**src/rtl/router_fifo.sv**
```systemverilog
//-----------------------------------------------------------------------------
// router_fifo
//   Per-destination-port packet FIFO of a byte-oriented router. Each entry
//   holds {header flag, payload byte}. Reads have one cycle of latency:
//   data_out is registered. An internal 6-bit packet counter tracks how many
//   bytes of the current packet are still to be read. This covers the payload
//   length from the header plus one parity byte.
//
// Parameters
//   DATA_WIDTH : payload byte width. Must be at least 8 because the header
//                length field is data[7:2].
//   DEPTH      : number of entries. Must be a power of two.
//
// Ports
//   clk        : clock; all state changes on its rising edge
//   resetn     : asynchronous active-low reset
//   soft_reset : synchronous flush of this port (pointers, counter, data_out)
//   write_enb  : write strobe; ignored while full
//   read_enb   : read strobe; ignored while empty
//   lfd_state  : marks data_in as a header byte
//   data_in    : byte to store
//   data_out   : registered read data
//   full       : no free entry
//   empty      : no stored entry
//   fifo_count : occupancy 0..DEPTH. Present only when the macro
//                ROUTER_FIFO_OCCUPANCY_EN is defined.
//-----------------------------------------------------------------------------
`timescale 1ns/1ps

module router_fifo #(
  parameter int DATA_WIDTH = 8,
  parameter int DEPTH      = 16
) (
  input  logic                    clk,
  input  logic                    resetn,
  input  logic                    soft_reset,
  input  logic                    write_enb,
  input  logic                    read_enb,
  input  logic                    lfd_state,
  input  logic [DATA_WIDTH-1:0]   data_in,
  output logic [DATA_WIDTH-1:0]   data_out,
  output logic                    full,
  output logic                    empty
`ifdef ROUTER_FIFO_OCCUPANCY_EN
  ,
  output logic [$clog2(DEPTH):0]  fifo_count
`endif
);

  localparam int AW = $clog2(DEPTH);
  localparam logic [AW:0] PTR_ONE = {{AW{1'b0}}, 1'b1};

  // Storage is not reset. After either reset the pointers are equal, so stale
  // words can never be read out.
  logic [DATA_WIDTH:0] mem [DEPTH];

  logic [AW:0]           wr_ptr_q, wr_ptr_d;
  logic [AW:0]           rd_ptr_q, rd_ptr_d;
  logic [DATA_WIDTH-1:0] data_out_q, data_out_d;
  logic [5:0]            pkt_cnt_q, pkt_cnt_d;

  logic                  wr_fire;
  logic                  rd_fire;
  logic [DATA_WIDTH:0]   rd_word;

  // Flags come straight from the registered pointers. The extra MSB tells a
  // full FIFO apart from an empty one when the index bits coincide.
  always_comb begin
    empty = (wr_ptr_q == rd_ptr_q);
    full  = (wr_ptr_q[AW] != rd_ptr_q[AW]) &&
            (wr_ptr_q[AW-1:0] == rd_ptr_q[AW-1:0]);
  end

  // Writes and reads are qualified by the pre-edge flags. A simultaneous
  // read and write on a full FIFO therefore drops the write. On an empty FIFO
  // the read is dropped instead.
  always_comb begin
    wr_fire = write_enb & ~full  & ~soft_reset;
    rd_fire = read_enb  & ~empty & ~soft_reset;
    rd_word = mem[rd_ptr_q[AW-1:0]];
  end

  always_comb begin
    wr_ptr_d   = wr_ptr_q;
    rd_ptr_d   = rd_ptr_q;
    data_out_d = data_out_q;
    pkt_cnt_d  = pkt_cnt_q;

    if (soft_reset) begin
      wr_ptr_d   = '0;
      rd_ptr_d   = '0;
      data_out_d = '0;
      pkt_cnt_d  = '0;
    end else begin
      if (wr_fire) begin
        wr_ptr_d = wr_ptr_q + PTR_ONE;
      end
      if (rd_fire) begin
        rd_ptr_d   = rd_ptr_q + PTR_ONE;
        data_out_d = rd_word[DATA_WIDTH-1:0];
        // A header reloads the counter with its length field plus one for
        // the parity byte. Other bytes count down and stop at zero.
        if (rd_word[DATA_WIDTH]) begin
          pkt_cnt_d = rd_word[7:2] + 6'd1;
        end else if (pkt_cnt_q != 6'd0) begin
          pkt_cnt_d = pkt_cnt_q - 6'd1;
        end
      end
    end
  end

  always_ff @(posedge clk or negedge resetn) begin
    if (!resetn) begin
      wr_ptr_q   <= '0;
      rd_ptr_q   <= '0;
      data_out_q <= '0;
      pkt_cnt_q  <= '0;
    end else begin
      wr_ptr_q   <= wr_ptr_d;
      rd_ptr_q   <= rd_ptr_d;
      data_out_q <= data_out_d;
      pkt_cnt_q  <= pkt_cnt_d;
    end
  end

  always_ff @(posedge clk) begin
    if (wr_fire) begin
      mem[wr_ptr_q[AW-1:0]] <= {lfd_state, data_in};
    end
  end

  assign data_out = data_out_q;

`ifdef ROUTER_FIFO_OCCUPANCY_EN
  // The pointer difference modulo 2*DEPTH is the occupancy. It is zero
  // whenever a reset has cleared both pointers.
  assign fifo_count = wr_ptr_q - rd_ptr_q;
`endif

endmodule

```
**config.mk**
```make
export PLATFORM = sky130hd
export DESIGN_NAME = router_fifo
export DESIGN_NICKNAME = d
export VERILOG_FILES = /design/src/rtl/router_fifo.sv
export SDC_FILE = /design/constraint.sdc
export NUM_CORES = 1
export LEC_CHECK = 0
export BUFFER_PORTS_ARGS = -buffer_cell sky130_fd_sc_hd__buf_2
export CORE_MARGIN = 2
export CORE_UTILIZATION = 55
export CTS_CLUSTER_DIAMETER = 150
export DETAILED_ROUTE_END_ITERATION = 7
export HOLD_SLACK_MARGIN = 0.05
export PLACE_DENSITY = 0.72
export SYNTH_ARGS = -nofsm -noshare
export SYNTH_HDL_FRONTEND = slang
export SYNTH_SLANG_ARGS = --single-unit
export TNS_END_PERCENT = 20
```
**constraint.sdc**
```tcl
create_clock -name clk -period 6 [get_ports clk]
set_input_delay 0.9 -clock clk [delete_from_list [all_inputs] [get_ports clk]]
set_output_delay 0.9 -clock clk [all_outputs]
set_load 0.1 [all_outputs]
```
# --- Word-level counts from Yosys, hierarchy flattened ---
# Memories as Yosys holds them, arrays and structs flattened.
# Cells that the tools add are included.
word_totals:
  ram_bits: 144
  inputBits: 14
  wordCells: 27
  out_inout_bits: 10
  mem_count: 1
  reg_bits: 18
memory_table:
  columns: ["memory", "depth", "width", "read_ports", "rd_ports_with_merged_regs", "write_ports", "line", "rtl"]
  rows:
  - ["mem", 16, 9, 1, 0, 1, "55", "logic [DATA_WIDTH:0] mem [DEPTH];"]
classes:
  addsub: 2
  reduce_logical: 3
  n_eq_ne: 3
  muxes: 8
  bitwise: 7
ops:
  columns: ["op", "count"]
  rows:
  - ["5-bit two-way mux", 4]
  - ["8-bit two-way mux", 2]
  - ["5-bit by 1-bit adder with 5-bit output, second input constant", 2]
  - ["5-bit equality test", 1]
  - ["1-bit AND", 4]
  - ["4-bit equality test", 1]
  - ["2-bit nonzero test", 2]
  - ["1-bit NOT", 3]
  - ["1-bit two-way mux", 2]
  - ["1-bit logical AND", 1]
  - ["1-bit inequality test", 1]

# --- Depth between registers and ports, before layout ---
depth:
  ltp_word: 7
  ltp_mapped: 8
  depth_no_buf: 5

# --- Worst setup path before layout ---
# No wires, ideal clock.
synth_timing:
  path_type: "register to output"
  from: "reg rd_ptr_q[0]"
  to: "out empty"
  path_buffers: 1
  t_arrival_ns: 2.201
  path_stages_with_launch: 5
  path_slack_ns: 2.899
  t_required_ns: 5.100
  path_cell_list: "dfrtp_1 > buf_6 > xnor2_1 > nand4_4 > nor2_1"
synth_via:
  elab_chain_cells: 1
synth_rtl:
  columns: ["element", "line", "rtl"]
  rows:
  - ["start, declared", "58", "logic [AW:0] rd_ptr_q, rd_ptr_d;"]
  - ["start signal, assigned", "120", "rd_ptr_q <= rd_ptr_d;"]
  - ["5-bit equality test", "69", "empty = (wr_ptr_q == rd_ptr_q);"]
  - ["end, declared", "43", "output logic empty"]
# No other way between the ends.

# --- Worst setup path in the final report ---
layout_timing:
  from: "reg rd_ptr_q[0]"
  to: "out full"
layout_via:
  elab_chain_cells: 2
layout_rtl:
  columns: ["element", "line", "rtl"]
  rows:
  - ["4-bit equality test", "71", "(wr_ptr_q[AW-1:0] == rd_ptr_q[AW-1:0]);"]
  - ["1-bit logical AND", "70", "full = (wr_ptr_q[AW] != rd_ptr_q[AW]) &&"]
  - ["end, declared", "42", "output logic full,"]
# No other way between the ends.

==> flow_summary_export.csv <==
group,metric,value,unit
floorplan,die_h,108.0,um
pwr,clock_power_share,0.382,
sta,worst_slew_pin_slew,1164,ps
placement,hpwl,6820,um
pwr,seqPwrFrac,0.470,
synthesis,avgSynthCellArea,19.19,um^2
routing,drc,0,
final_layout,area_delta_synth_final,12.11,%
pwr,power,0.002410,W
sta,fin_skew,10.33,ps
routing,dr.pass1.iters,4,
routing,avgViaCountPerCell,6.077,
sta,setup_tns,0,ps
synthesis,synthDistinctLibCells,35,
synthesis,syn-instance-count,310,
clock_network,cts_hold_buffers,0,
clock_network,clk_pin_slew,60,ps
synthesis,synth_area_leaders,"edfxtp_1, mux4_2, dfrtp_1",
final_layout,fin_util,0.6404,
setup_path,crit_family,"buffers and inverters",
clock_network,ctsLongestPathBuffers,2,
clock_network,post_cts_resized,0,
synthesis,yosysTopAreaCell,"edfxtp_1",
routing,antenna_left,0,
floorplan,fp.dieArea,11670,um^2
sta,drv_slew,0,
setup_path,slowest_delay,550,ps
setup_path,endpoint_kind,"primary output",
synthesis,syn-cell-area,5949,um^2
clock_network,h-tree-depth,4,
final_layout,fin_nets,362,
synthesis,ys_async_sr_fraction,0.1233,
setup_path,cp_slowest_cell,"buf_4",
setup_path,crit_fanout,36,
setup_path,worstSetupPathType,"register to primary output",
setup_path,r2r_slack,2890,ps
clock_network,clock-root-buffer,"clkbuf_8",
synthesis,ys_ff_latch,146,
sta,fin_crit,3330,ps
setup_path,cp.arrival,2430,ps
clock_network,insertion_delay,520,ps
floorplan,initial_core_util,0.5712,
final_layout,antenna_cells,0,
final_layout,drive_gt1_frac,0.3090,
sta,max_freq,0.3003,GHz
sta,setup_viol,0,
routing,wl_per_cell,22.98,um
pwr,p_leak,2.227,nW
pwr,swShare,0.2685,
pwr,p_comb_frac,0.148,
status,status,"complete, no violations",
setup_path,crit_required,5100,ps
run,drv_cap,0,
clock_network,numCtsBuffers,17,
pwr,p_int,0.001763,W
worst_hold_path,hold_path_class,"input pin to asynchronous set/reset pin",
routing,drtIter0Drc,232,
final_layout,most-common-layout-cells,"edfxtp_1, mux4_2, buf_2",
pwr,powerDensity,361.3,nW/um^2
clock_network,clock_sinks,146,
sta,maxSlewHeadroom,0.2178,
setup_path,timing.rr.end,"mem[5][2]",
synthesis,synth_warnings,0,
grt,grt_util_all_layers,0.2169,
floorplan,die_x,108.0,um
floorplan,core-area,10420,um^2
grt,grt_antenna_before_repair,0,
grt,grt_max_degree,37,
routing,drt-total-wl,11310,um
placement,dp_cells,460,
placement,numPortBuffers,22,
grt,grt_pass1_vias,3077,
grt,grt_overflow,0,
placement,gp_congestion,0.7974,
sta,finalHoldViolCount,0,
final_layout,fin_cells,492,
setup_path,r2r-start,"rd_ptr_q[0]",
synthesis,synth_edf_count,128,
synthesis,synth_top_area_share,0.6461,
clock_network,tritoncts,"done",
synthesis,syn_nets,329,
setup_path,reg2regPathDepth,6,
setup_path,crit_chain,"buf_4, xnor2_1, nand4_4, nor2_1, buf_2",
pwr,p_sw,0.0006469,W
synthesis,synth-main-ff-cell,"edfxtp_1",
setup_path,path_buf_inv,2,
sta,rsz0062_at_grt,"false",
floorplan,num_rows,37,
clock_network,post_cts_buffers,0,
routing,vias,2990,
pwr,peakVddDrop,0.2632,mV
synthesis,yosysSeqAreaShare,0.7218,
sta,finalCritPeriodShare,0.5551,
setup_path,worstSetupStartpointType,"register",
floorplan,io_pins,24,
final_layout,layout_commonest_cell,"edfxtp_1",
grt,grt_first_pass_wirelength,17440,um
==> cell usage after synthesis, types with 2 or more instances <==
| cell type | count |
|---|---|
| mux2i_1 | 2 |
| clkbuf_8 | 2 |
| nand2_1 | 10 |
| ha_1 | 5 |
| nor2b_1 | 2 |
| xnor2_1 | 6 |
| buf_2 | 2 |
| inv_1 | 2 |
| dfrtp_1 | 18 |
| or3b_4 | 2 |
| a21oi_1 | 10 |
| and3_1 | 2 |
| a22oi_1 | 16 |
| or3_1 | 2 |
| buf_4 | 2 |
| edfxtp_1 | 128 |
| o21ai_0 | 2 |
| buf_6 | 7 |
| o21ai_2 | 2 |
| nor3_1 | 8 |
| buf_1 | 2 |
| nor2_1 | 17 |
| mux4_2 | 32 |
| nor4_1 | 2 |
| o211ai_1 | 4 |
| nand2b_1 | 2 |
| a21o_2 | 8 |
| xor2_1 | 6 |
==> worst max-delay path by stage <==
stage | start | to | depth (start not counted)
3_5_place_dp | rd_ptr_q[0] | mem[7][7] | 6
6_report | rd_ptr_q[0] | full | 5
3_3_place_gp | rd_ptr_q[0] | mem[11][1] | 6
4_1_cts | rd_ptr_q[0] | full | 5
5_1_grt | rd_ptr_q[0] | full | 5
2_1_floorplan | rd_ptr_q[0] | empty | 4
==> metrics by stage <==
step | hold slack, ps | setup WS, ps | cell area (um^2)
after global routing | 331.7 | 2444 | 6670
after CTS | 308.7 | 2595 | 6670
after floorplan | 565.7 | 2899 | 5949
final | 311.1 | 2670 | 6670
after detailed placement | 514.9 | 2868 | 6147
after global placement | 509.6 | 2914 | 6147
==> cell families (layout without fill, tap and decap cells) <==
family                   after synthesis  count (layout)  share of synthesized area
buffers and inverters                 20              66                    0.03008
AND/OR/NAND/NOR                       51              51                    0.04543
flip-flops                           146             146                     0.7218
AO/OA/AOI/OAI                         42              42                    0.05005
multiplexers                          34              34                     0.1245
adder cells (fa/ha/maj)                5               5                    0.01052
XOR/XNOR                              12              12                    0.01767
==> routing by layer <==
| metal | routed length (um) | vias up | GRT usage |
|---|---|---|---|
| met5 | 0 | - | 0 |
| met4 | 166 | 0 | 0.08700 |
| met3 | 864 | 11 | 0.05184 |
| met2 | 5674 | 108 | 0.3369 |
| met1 | 4599 | 1563 | 0.3018 |
| li1 | - | 1308 | - |
==> state kept, by name, summed over array words and instances (netlist names) <==
| signal | count |
|---|---|
| rd_ptr_q | 5 |
| mem | 128 |
| data_out | 8 |
| wr_ptr_q | 5 |
==> area by class of cell <==
cell class / instances / area (um^2)
Clock buffer: 17 / 414.1
Clock inverter: 15 / 108.9
Fill cell: 725 / 3746
Inverter: 2 / 7.507
Multi-Input combinational cell: 144 / 1489
Sequential cell: 146 / 4295
Tap cell: 136 / 170.2
Timing Repair Buffer: 32 / 185.2
==> power by group through the flow <==
stage               clock network, W  logic, W  registers (W)
floorplan                          0  0.000251        0.00122
global route                0.000975  0.000383        0.00114
finish                      0.000920  0.000356        0.00113
global placement                   0  0.000356        0.00115
detailed placement                 0  0.000362        0.00115
CTS                         0.000930  0.000362        0.00113
Note: power is estimated with default switching activity, not from simulation.
